### config.mk
export PLATFORM = sky130hd
export DESIGN_NAME = sram_arbiter
export DESIGN_NICKNAME = d
export VERILOG_FILES = /design/src/rtl/sram_arb_pkg.sv /design/src/rtl/sram_arb_pick.sv /design/src/rtl/sram_arbiter.sv
export SDC_FILE = /design/constraint.sdc
export NUM_CORES = 1
export LEC_CHECK = 0
export CORE_UTILIZATION = 40
export DETAILED_ROUTE_END_ITERATION = 10
export PLACE_DENSITY = 0.8
export SYNTH_ARGS = -nofsm -noshare
export SYNTH_HDL_FRONTEND = slang
export SYNTH_SLANG_ARGS = --single-unit
### constraint.sdc
create_clock -name i_MCLK -period 1.54 [get_ports i_MCLK]
set_input_delay 0.154 -clock i_MCLK [delete_from_list [all_inputs] [get_ports i_MCLK]]
set_output_delay 0.154 -clock i_MCLK [all_outputs]
set_load 0.05 [all_outputs]
### src/rtl/sram_arb_pkg.sv
// Shared types for the two-port SRAM arbiter: port indices, command encoding
// and the read-return tag carried alongside each in-flight read.
package sram_arb_pkg;

    localparam logic PORT_A = 1'b0;
    localparam logic PORT_B = 1'b1;

    typedef enum logic [1:0] {
        CMD_IDLE = 2'd0,
        CMD_RD   = 2'd1,
        CMD_WR   = 2'd2
    } cmd_e;

    typedef struct packed {
        logic valid;
        logic port;
    } rd_tag_t;

    function automatic cmd_e cmd_of(input logic gnt, input logic wr);
        if (!gnt) return CMD_IDLE;
        return wr ? CMD_WR : CMD_RD;
    endfunction

endpackage

### src/rtl/sram_arb_pick.sv
// Combinational grant selection between port A and port B.
// Pointer and wait-counter state live in the parent; this only decides.
module sram_arb_pick #(
    parameter int PRIO_A = 0
) (
    input  logic elig_a,
    input  logic elig_b,
    input  logic last_b,
    input  logic wait_sat,
    output logic gnt_a,
    output logic gnt_b
);

    always_comb begin
        gnt_a = 1'b0;
        gnt_b = 1'b0;
        if (elig_a && elig_b) begin
            if (PRIO_A != 0) begin
                // A owns ties until B has waited long enough
                if (wait_sat) gnt_b = 1'b1;
                else          gnt_a = 1'b1;
            end else begin
                if (last_b) gnt_a = 1'b1;
                else        gnt_b = 1'b1;
            end
        end else begin
            gnt_a = elig_a;
            gnt_b = elig_b;
        end
    end

endmodule

### src/rtl/sram_arbiter.sv
// Two-port front end for a single-port synchronous SRAM: one command per cycle,
// registered strobes, and read data routed back to the issuing port 3 cycles later.
module sram_arbiter
    import sram_arb_pkg::*;
#(
    parameter int dw      = 8,
    parameter int aw      = 10,
    parameter int PRIO_A  = 0,
    parameter int MAXWAIT = 15
) (
    input  logic          i_MCLK,
    input  logic          i_RST_n,

    input  logic          i_A_REQ,
    input  logic          i_A_WR,
    input  logic [aw-1:0] i_A_ADDR,
    input  logic [dw-1:0] i_A_DIN,
    output logic          o_A_ACK,
    output logic          o_A_RVALID,
    output logic [dw-1:0] o_A_RDATA,

    input  logic          i_B_REQ,
    input  logic          i_B_WR,
    input  logic [aw-1:0] i_B_ADDR,
    input  logic [dw-1:0] i_B_DIN,
    output logic          o_B_ACK,
    output logic          o_B_RVALID,
    output logic [dw-1:0] o_B_RDATA,

    output logic [aw-1:0] o_SRAM_ADDR,
    output logic [dw-1:0] o_SRAM_DIN,
    output logic          o_SRAM_WR_n,
    output logic          o_SRAM_RD_n,
    input  logic [dw-1:0] i_SRAM_DOUT
);

    localparam int            CW   = $clog2(MAXWAIT + 1);
    localparam logic [CW-1:0] WMAX = CW'(MAXWAIT);

    logic          last_b;
    logic [CW-1:0] wait_cnt;
    logic          wait_sat;
    logic          elig_a, elig_b;
    logic          gnt_a, gnt_b, gnt, gnt_wr;
    cmd_e          cmd;
    rd_tag_t [2:1] tag_pipe;

    // A port that was just acked is masked for one cycle so the requester
    // has time to drop or change its request.
    assign elig_a   = i_A_REQ & ~o_A_ACK;
    assign elig_b   = i_B_REQ & ~o_B_ACK;
    assign wait_sat = (wait_cnt == WMAX);

    sram_arb_pick #(.PRIO_A(PRIO_A)) u_pick (
        .elig_a   (elig_a),
        .elig_b   (elig_b),
        .last_b   (last_b),
        .wait_sat (wait_sat),
        .gnt_a    (gnt_a),
        .gnt_b    (gnt_b)
    );

    assign gnt    = gnt_a | gnt_b;
    assign gnt_wr = gnt_b ? i_B_WR : i_A_WR;
    assign cmd    = cmd_of(gnt, gnt_wr);

    always_ff @(posedge i_MCLK or negedge i_RST_n) begin
        if (!i_RST_n) begin
            o_A_ACK     <= 1'b0;
            o_B_ACK     <= 1'b0;
            o_SRAM_WR_n <= 1'b1;
            o_SRAM_RD_n <= 1'b1;
            o_SRAM_ADDR <= '0;
            o_SRAM_DIN  <= '0;
            last_b      <= 1'b1;
            wait_cnt    <= '0;
        end else begin
            o_A_ACK     <= gnt_a;
            o_B_ACK     <= gnt_b;
            o_SRAM_WR_n <= (cmd != CMD_WR);
            o_SRAM_RD_n <= (cmd != CMD_RD);
            if (gnt) begin
                o_SRAM_ADDR <= gnt_b ? i_B_ADDR : i_A_ADDR;
                o_SRAM_DIN  <= gnt_b ? i_B_DIN  : i_A_DIN;
                last_b      <= gnt_b;
            end
            if (!i_B_REQ || gnt_b)
                wait_cnt <= '0;
            else if (elig_b && !wait_sat)
                wait_cnt <= wait_cnt + CW'(1);
        end
    end

    // Stage 1 lines up with the SRAM sampling the command, stage 2 with DOUT.
    always_ff @(posedge i_MCLK or negedge i_RST_n) begin
        if (!i_RST_n) begin
            tag_pipe   <= '0;
            o_A_RVALID <= 1'b0;
            o_B_RVALID <= 1'b0;
            o_A_RDATA  <= '0;
            o_B_RDATA  <= '0;
        end else begin
            tag_pipe[1] <= '{valid: (cmd == CMD_RD), port: (gnt_b ? PORT_B : PORT_A)};
            tag_pipe[2] <= tag_pipe[1];
            o_A_RVALID  <= tag_pipe[2].valid && (tag_pipe[2].port == PORT_A);
            o_B_RVALID  <= tag_pipe[2].valid && (tag_pipe[2].port == PORT_B);
            if (tag_pipe[2].valid && tag_pipe[2].port == PORT_A) o_A_RDATA <= i_SRAM_DOUT;
            if (tag_pipe[2].valid && tag_pipe[2].port == PORT_B) o_B_RDATA <= i_SRAM_DOUT;
        end
    end

endmodule

==> summary.md, run 1 <==
| Metric | Value |
|---|---|
| Die W | `69.0 um` |
| Violation count after the first detailed-route iteration | `49` |
| Gr usage total | `0.198` |
| Total of warnings raised by yosys | `0` |
| Measured slew at the worst slew-check pin | `0.430 ns` |
| Max rail drop VDD | `846 uV` |
| Count of antenna-violating nets left after detailed routing | `0` |
| Leak | `1.27 nW` |
| Max Root-Sink Buffers | `2` |
| Gr ovfl total | `0` |
| Compound-cell area share of the yosys netlist | `0.139` |
| Area delta synth->final | `59.3%` |
| Cell family with most CP delay | `compound AO/OA/AOI/OAI gates` |
| Yosys reg bits | `44` |
| Drt wl/cell | `15.8 um` |
| Design Area, Final | `0.00286 sq mm` |
| Largest net degree at the start of global routing | `21` |
| Vias in the first global route | `1,444` |
| Clock skew | `0.00696 ns` |
| Setup CP Type | `reg -> reg` |
| Hold Violations, Final | `0` |
| Max Fanout on Critical Path | `19` |
| Final Critical Period | `1.44 ns` |
| Total wire length | `4290 um` |
| TritonCTS Sinks | `44` |
| Dpl ws | `-0.0945 ns` |
| Adder-cell share of the synthesized area | `0` |
| Post-cts resize count | `0` |
| Outcome | `finished, final reports clean` |
| Simple-gate share of the synthesized area | `0.107` |
| Hold_buf cts | `1` |
| Clock Latency Late Sink | `0.29 ns` |
| Post-DP Area | `0.00273 sq mm` |
| Final worst slack | `0.0998 ns` |
| N_diodes | `0` |
| Post-synthesis sequential area ratio | `0.615` |
| Site Rows | `23` |
| CTS tree | `built` |
| RSZ-0062 raised after global routing | `no` |
| Tot Pwr | `0.00525 W` |
| Layout Nets | `270` |
| CORE AREA | `0.00414 sq mm` |
| Main combinational cell family by area after synthesis | `compound AO/OA/AOI/OAI gates` |
| Postcts setup bufs | `0` |
| DR vias | `1,387` |
| HPWL Detailed | `3330 um` |
| Fmax | `694 MHz` |
| Hold/Removal Path Class | `in -> async` |
| Worst path max stage delay | `0.56 ns` |
| Type of origin of the critical path | `register` |
| R2R Setup Slk | `0.1 ns` |
| Root buffer cell | `clkbuf_8` |
| First-pass GRT wire length | `6670 um` |
| Pwr dens | `1830 mW/mm^2` |
| Maxcap violations | `0` |
| Final setup viols | `0` |
| Initial core utilization | `0.433` |
| CP arrival | `1.61 ns` |
| CTS H-tree depth | `2` |
| Crit path buf inv count | `2` |
| Synth Cell Area | `0.00180 sq mm` |
| Syn nets | `171` |
| DR DRC count | `0` |
| Num ports | `90` |
| Mux cell area share after synthesis | `0.100` |
| Via-per-instance ratio | `5.12` |
| Library cells used by synthesis | `24` |
| Slew Limit Fails | `0` |
| GPL Wtd Cong | `0.765` |
| I/O Buffers | `89` |
| Initial antenna violation count | `0` |
| Setup_tns | `0 ns` |
| Slew margin rel. | `0.713` |
| Die area | `0.00476 sq mm` |
| CP endpoint kind | `register` |
| Critical path's slowest cell | `dfstp_2` |
| Die H | `69.0 um` |
| Clock transition at the registers of the reported paths | `0.08 ns` |
| Mapped Cells | `121` |
| Avg Synthesized Cell Area | `14.8 sq um` |
| Layout cells sized above 1 | `0.439` |
| First drt pass iteration count | `4` |
| Crit-path cells | `inv_2 -> o21ai_4 -> inv_4 -> a221o_2` |
| Critical Path RT | `1.71 ns` |
| Number of CTS-inserted buffers | `5` |
| Final core utilization | `0.690` |
| Final Cycle Share | `0.935` |
| XOR/XNOR Fraction of Synth Area | `0` |
-- registers in the layout, indices dropped and copies added (netlist names), 3 cells and up --
signal       flops
o_SRAM_ADDR     10
o_A_RDATA        8
o_B_RDATA        8
o_SRAM_DIN       8
tag_pipe         3
-- cells by family after synthesis --
kind of cell	count (synthesis)
mux	16
compound gates	24
simple gates	26
buf+inv	11
flops	44
-- worst reg2reg max path: stages (launching register included) --
cell and delay (ns):
dfstp_2 0.56, inv_2 0.06, o21ai_4 0.19, inv_4 0.12
a221o_2 0.40
-- power by group --
group          internal (W)  switching (W)  total, W  leakage, nW
clock network      0.000530       0.000370  0.000900       0.0614
registers           0.00153       0.000205   0.00173        0.525
logic              0.000968        0.00165   0.00262        0.685
-- cells in the mapped netlist --
library cell / instances / area share
nor2b_1: 1 / 0.0035
dfstp_2: 3 / 0.044
buf_2: 5 / 0.014
a221o_2: 9 / 0.056
nor3b_1: 19 / 0.079
o21ai_4: 1 / 0.0091
buf_4: 1 / 0.0042
and2b_2: 1 / 0.0049
a21o_2: 1 / 0.0049
buf_6: 2 / 0.013
a221o_1: 9 / 0.050
a211o_2: 1 / 0.0056
mux2_2: 16 / 0.10
nand2b_4: 1 / 0.0077
and2b_4: 1 / 0.0056
nand2_1: 1 / 0.0021
nor2_1: 2 / 0.0042
a211oi_1: 1 / 0.0042
inv_2: 1 / 0.0021
inv_1: 1 / 0.0021
a21oi_1: 1 / 0.0028
dfrtp_1: 41 / 0.57
inv_4: 1 / 0.0035
o211a_1: 1 / 0.0056
-- placed cells by master, fill, tap and decap left out, types with 2 or more instances in the layout --
cell,synthesis,final
buf_12,0,5
dfrtp_1,41,39
clkdlybuf4s50_1,0,48
a221o_1,9,9
dfstp_2,3,3
a221o_2,9,9
mux2_2,16,16
dfrtp_2,0,2
nor2_1,2,2
nor3b_1,19,19
clkbuf_8,0,6
buf_4,1,45
-- final timing paths --
| kind | from | endpoint | cells after the start |
|---|---|---|---|
| worst max-delay path | last_b$_DFFE_PN1P_ | o_SRAM_ADDR[2]$_DFFE_PN0P_ | 4 |
| worst min-delay path | i_RST_n | tag_pipe[3]$_DFF_PN0_ | 2 |
| worst max register to register | last_b$_DFFE_PN1P_ | o_SRAM_ADDR[2]$_DFFE_PN0P_ | 4 |
| worst min register to register | tag_pipe[1]$_DFF_PN0_ | tag_pipe[3]$_DFF_PN0_ | 0 |
| max in group asynchronous | i_RST_n | o_B_RDATA[0]$_DFFE_PN0P_ | 3 |
| min in group i_MCLK | tag_pipe[1]$_DFF_PN0_ | tag_pipe[3]$_DFF_PN0_ | 0 |
-- through the flow --
stage	cells	hold slack, ns
after CTS	271	0.337
after global routing	271	0.368
final	271	0.331
after global placement	262	0.110
after floorplan	121	-0.142
after detailed placement	262	0.118
-- layer usage --
metal  up-vias  track usage  share of wire
met1       667        0.224           0.41
met5         -            0              0
met3         5       0.0493          0.075
met2        64        0.359           0.51
li1        651            -              -
met4         0       0.0689          0.012
-- area by class of cell --
class / instances / area [sq um]
Tap cell: 50 / 62.6
Clock inverter: 2 / 38.8
Fill cell: 301 / 1280
Timing Repair Buffer: 100 / 933
Multi-Input combinational cell: 66 / 622
Inverter: 3 / 13.8
Sequential cell: 44 / 1110
Clock buffer: 6 / 82.6
(Power assumes the default switching activity.)
==> run 2, diff against run 1 <==
ABC_AREA = 1   (was not set)
CORE_UTILIZATION = 41   (was 40)
PLACE_DENSITY = 0.79   (was 0.8)
==> run 2 against run 1 <==
Die area rose by 7.3%; first-iteration DRC count increased to 2.6 times the previous value; highest routed layer unchanged; utilization shrank 3.6 points; hold slack better by 0.032 ns; total power decreased by 14%.
==> summary.md, run 2 <==
| Metric | Value |
|---|---|
| CTS H-tree depth | `2` |
| Fmax | `711 MHz` |
| Synth Cell Area | `0.00198 sq mm` |
| Area delta synth->final | `49.0%` |
| Max Root-Sink Buffers | `2` |
| Largest area contributor in the netlist | `dfrtp_1` |
| Avg Synthesized Cell Area | `8.56 sq um` |
| GPL Wtd Cong | `0.754` |
| Clock skew | `0.00689 ns` |
| Num ports | `90` |
| Die W | `71.5 um` |
| XOR/XNOR Fraction of Synth Area | `0` |
| Syn nets | `281` |
| Adder-cell share of the synthesized area | `0` |
| Post-synthesis sequential area ratio | `0.559` |
| Site Rows | `24` |
| Violation count after the first detailed-route iteration | `126` |
| Mux cell area share after synthesis | `0` |
| Simple-gate share of the synthesized area | `0.260` |
| Layout Nets | `372` |
| Root buffer cell | `clkbuf_8` |
| Commonest cells post-synth | `nand2_1 (61), dfrtp_1 (41), nand3_1 (39)` |
| I/O Buffers | `89` |
| Tot Pwr | `0.00449 W` |
| Gr usage total | `0.191` |
| Die area | `0.00511 sq mm` |
| RSZ-0062 raised after global routing | `yes` |
| Number of CTS-inserted buffers | `5` |
| Via-per-instance ratio | `4.66` |
| CP arrival | `1.58 ns` |
| EDFF count, synth | `0` |
| Total of warnings raised by yosys | `0` |
| Clock Latency Late Sink | `0.29 ns` |
| Setup crit start | `o_B_ACK$_DFF_PN0_` |
| Number of flip-flops in the largest register | `10` |
| Post-synth top area share | `0.519` |
| First-pass GRT wire length | `7550 um` |
| CTS tree | `built` |
| Most frequent cell after synthesis | `nand2_1` |
| Reg2Reg Launch Point | `o_B_ACK$_DFF_PN0_` |
| Main combinational cell family by area after synthesis | `simple AND/OR/NAND/NOR gates` |
| Ys async rst share | `1.00` |
| Largest net degree at the start of global routing | `24` |
| TritonCTS Sinks | `44` |
| Initial core utilization | `0.439` |
| Most common cell after layout, fill and taps aside | `nand2_1` |
| Filler instances | `406` |
| Outcome | `finished, final reports clean` |
| Final Instance Count excl. Fillers | `375` |
| Placed Instances | `366` |
| Max Fanout on Critical Path | `20` |
| Gr ovfl total | `0` |
| Final Critical Period | `1.41 ns` |
| Maxcap violations | `0` |
| First drt pass iteration count | `4` |
| Hold Violations, Final | `0` |
| Count of antenna-violating nets left after detailed routing | `0` |
| Vias in the first global route | `1,678` |
| N_diodes | `0` |
| Synth area leaders | `dfrtp_1 (52%), nand2_1 (12%), nand3_1 (9.9%)` |
| Total wire length | `4500 um` |
| Hold/Removal Path Class | `in -> async` |
| Leak | `1.53 nW` |
| Library cells used by synthesis | `16` |
| Final core utilization | `0.654` |
| Final hold slack | `0.362 ns` |
| Measured slew at the worst slew-check pin | `0.685 ns` |
| CORE AREA | `0.00450 sq mm` |
| Pwr dens | `1520 mW/mm^2` |
| Critical Path RT | `1.71 ns` |
| Final Cycle Share | `0.913` |
| Compound-cell area share of the yosys netlist | `0.0595` |
| Clock transition at the registers of the reported paths | `0.08 ns` |
| Type of origin of the critical path | `register` |
| Setup_tns | `0 ns` |
| CP endpoint kind | `register` |
| DR DRC count | `0` |
| Layout cells sized above 1 | `0.217` |
| Setup CP Type | `reg -> reg` |
| Drt wl/cell | `12.0 um` |
| Final setup viols | `0` |
| Slew margin rel. | `0.543` |
| Yosys reg bits | `44` |
| Slew Limit Fails | `0` |
| Ys flop type | `dfrtp_1` |
| Most frequent cells in the layout | `nand2_1 (61), clkdlybuf4s50_1 (48), buf_4 (43)` |
| Largest Register | `o_SRAM_ADDR` |
| Mapped Cells | `231` |
| Initial antenna violation count | `0` |
| DR vias | `1,746` |
| HPWL Detailed | `3320 um` |
| Max rail drop VDD | `757 uV` |
| Die H | `71.5 um` |
run 2: changes by cell type after synthesis, moves of 16 or more:
cell     before  now
nor2_1        2   19
nor3b_1      19    0
inv_1         1   35
nand2_1       1   61
nand3_1       0   39
mux2_2       16    0
run 2: power by group:
part	internal, W	switching [W]	leakage [nW]
Sequential	0.00144	0.000167	0.539
Combinational	0.000650	0.00137	0.939
Clock	0.000480	0.000387	0.0541
run 2: repair_timing:
item,CTS,global route
gates resized for setup,0,1
hold buffers,1,0
setup buffers,0,0
hold endpoints to repair,18,0
setup endpoints to repair,0,6
run 2: through the flow:
stage | setup WS [ns] | cell area, sq um
2_1_floorplan | 0.202 | 1980
3_3_place_gp | 0.0754 | 2820
3_5_place_dp | 0.0102 | 2820
4_1_cts | 0.160 | 2940
5_1_grt | -0.0331 | 2950
6_report | 0.133 | 2950
run 2: worst paths after layout:
check                                                   to  slack [ns]  cells after the start
min in group i_MCLK                  tag_pipe[3]$_DFF_PN0_        0.36                      0
worst max register to register  o_SRAM_ADDR[0]$_DFFE_PN0P_        0.13                      6
worst max-delay path            o_SRAM_ADDR[0]$_DFFE_PN0P_        0.13                      6
max in group asynchronous        o_SRAM_DIN[5]$_DFFE_PN0P_        0.69                      3
worst min register to register       tag_pipe[3]$_DFF_PN0_        0.36                      0
worst min-delay path                 tag_pipe[3]$_DFF_PN0_        0.36                      2
run 2: kinds of logic (layout without fill, tap and decap cells):
logic type,count (synthesis),count (layout)
AOI/OAI and AO/OA,17,17
buffers and inverters,48,140
DFF,44,44
and+or+nand+nor,122,122
run 2: per-layer routing:
layer / vias up / GRT usage / part of all wire
met3: 7 / 0.0478 / 0.063
li1: 885 / - / -
met5: - / 0 / 0
met2: 68 / 0.326 / 0.48
met4: 0 / 0.0697 / 0.014
met1: 786 / 0.236 / 0.45
run 2: layout make-up:
| cell class | count | area [sq um] | area share |
|---|---|---|---|
| repair buffers | 97 | 898 | 0.305 |
| inverters | 35 | 135 | 0.0459 |
| well taps | 52 | 65.1 | 0.0221 |
| flip-flops and latches | 44 | 1100 | 0.375 |
| multi-input cells | 139 | 632 | 0.214 |
| clock buffers | 5 | 68.8 | 0.0234 |
| clock inverters | 3 | 42.5 | 0.0144 |
run 2: critical path, stage by stage (launching register included):
cell and delay, ns:
dfrtp_1 0.43, inv_1 0.07, nand2_1 0.05, nand2_1 0.14, clkinvlp_4 0.35, nand2_1 0.15
nand3_1 0.09
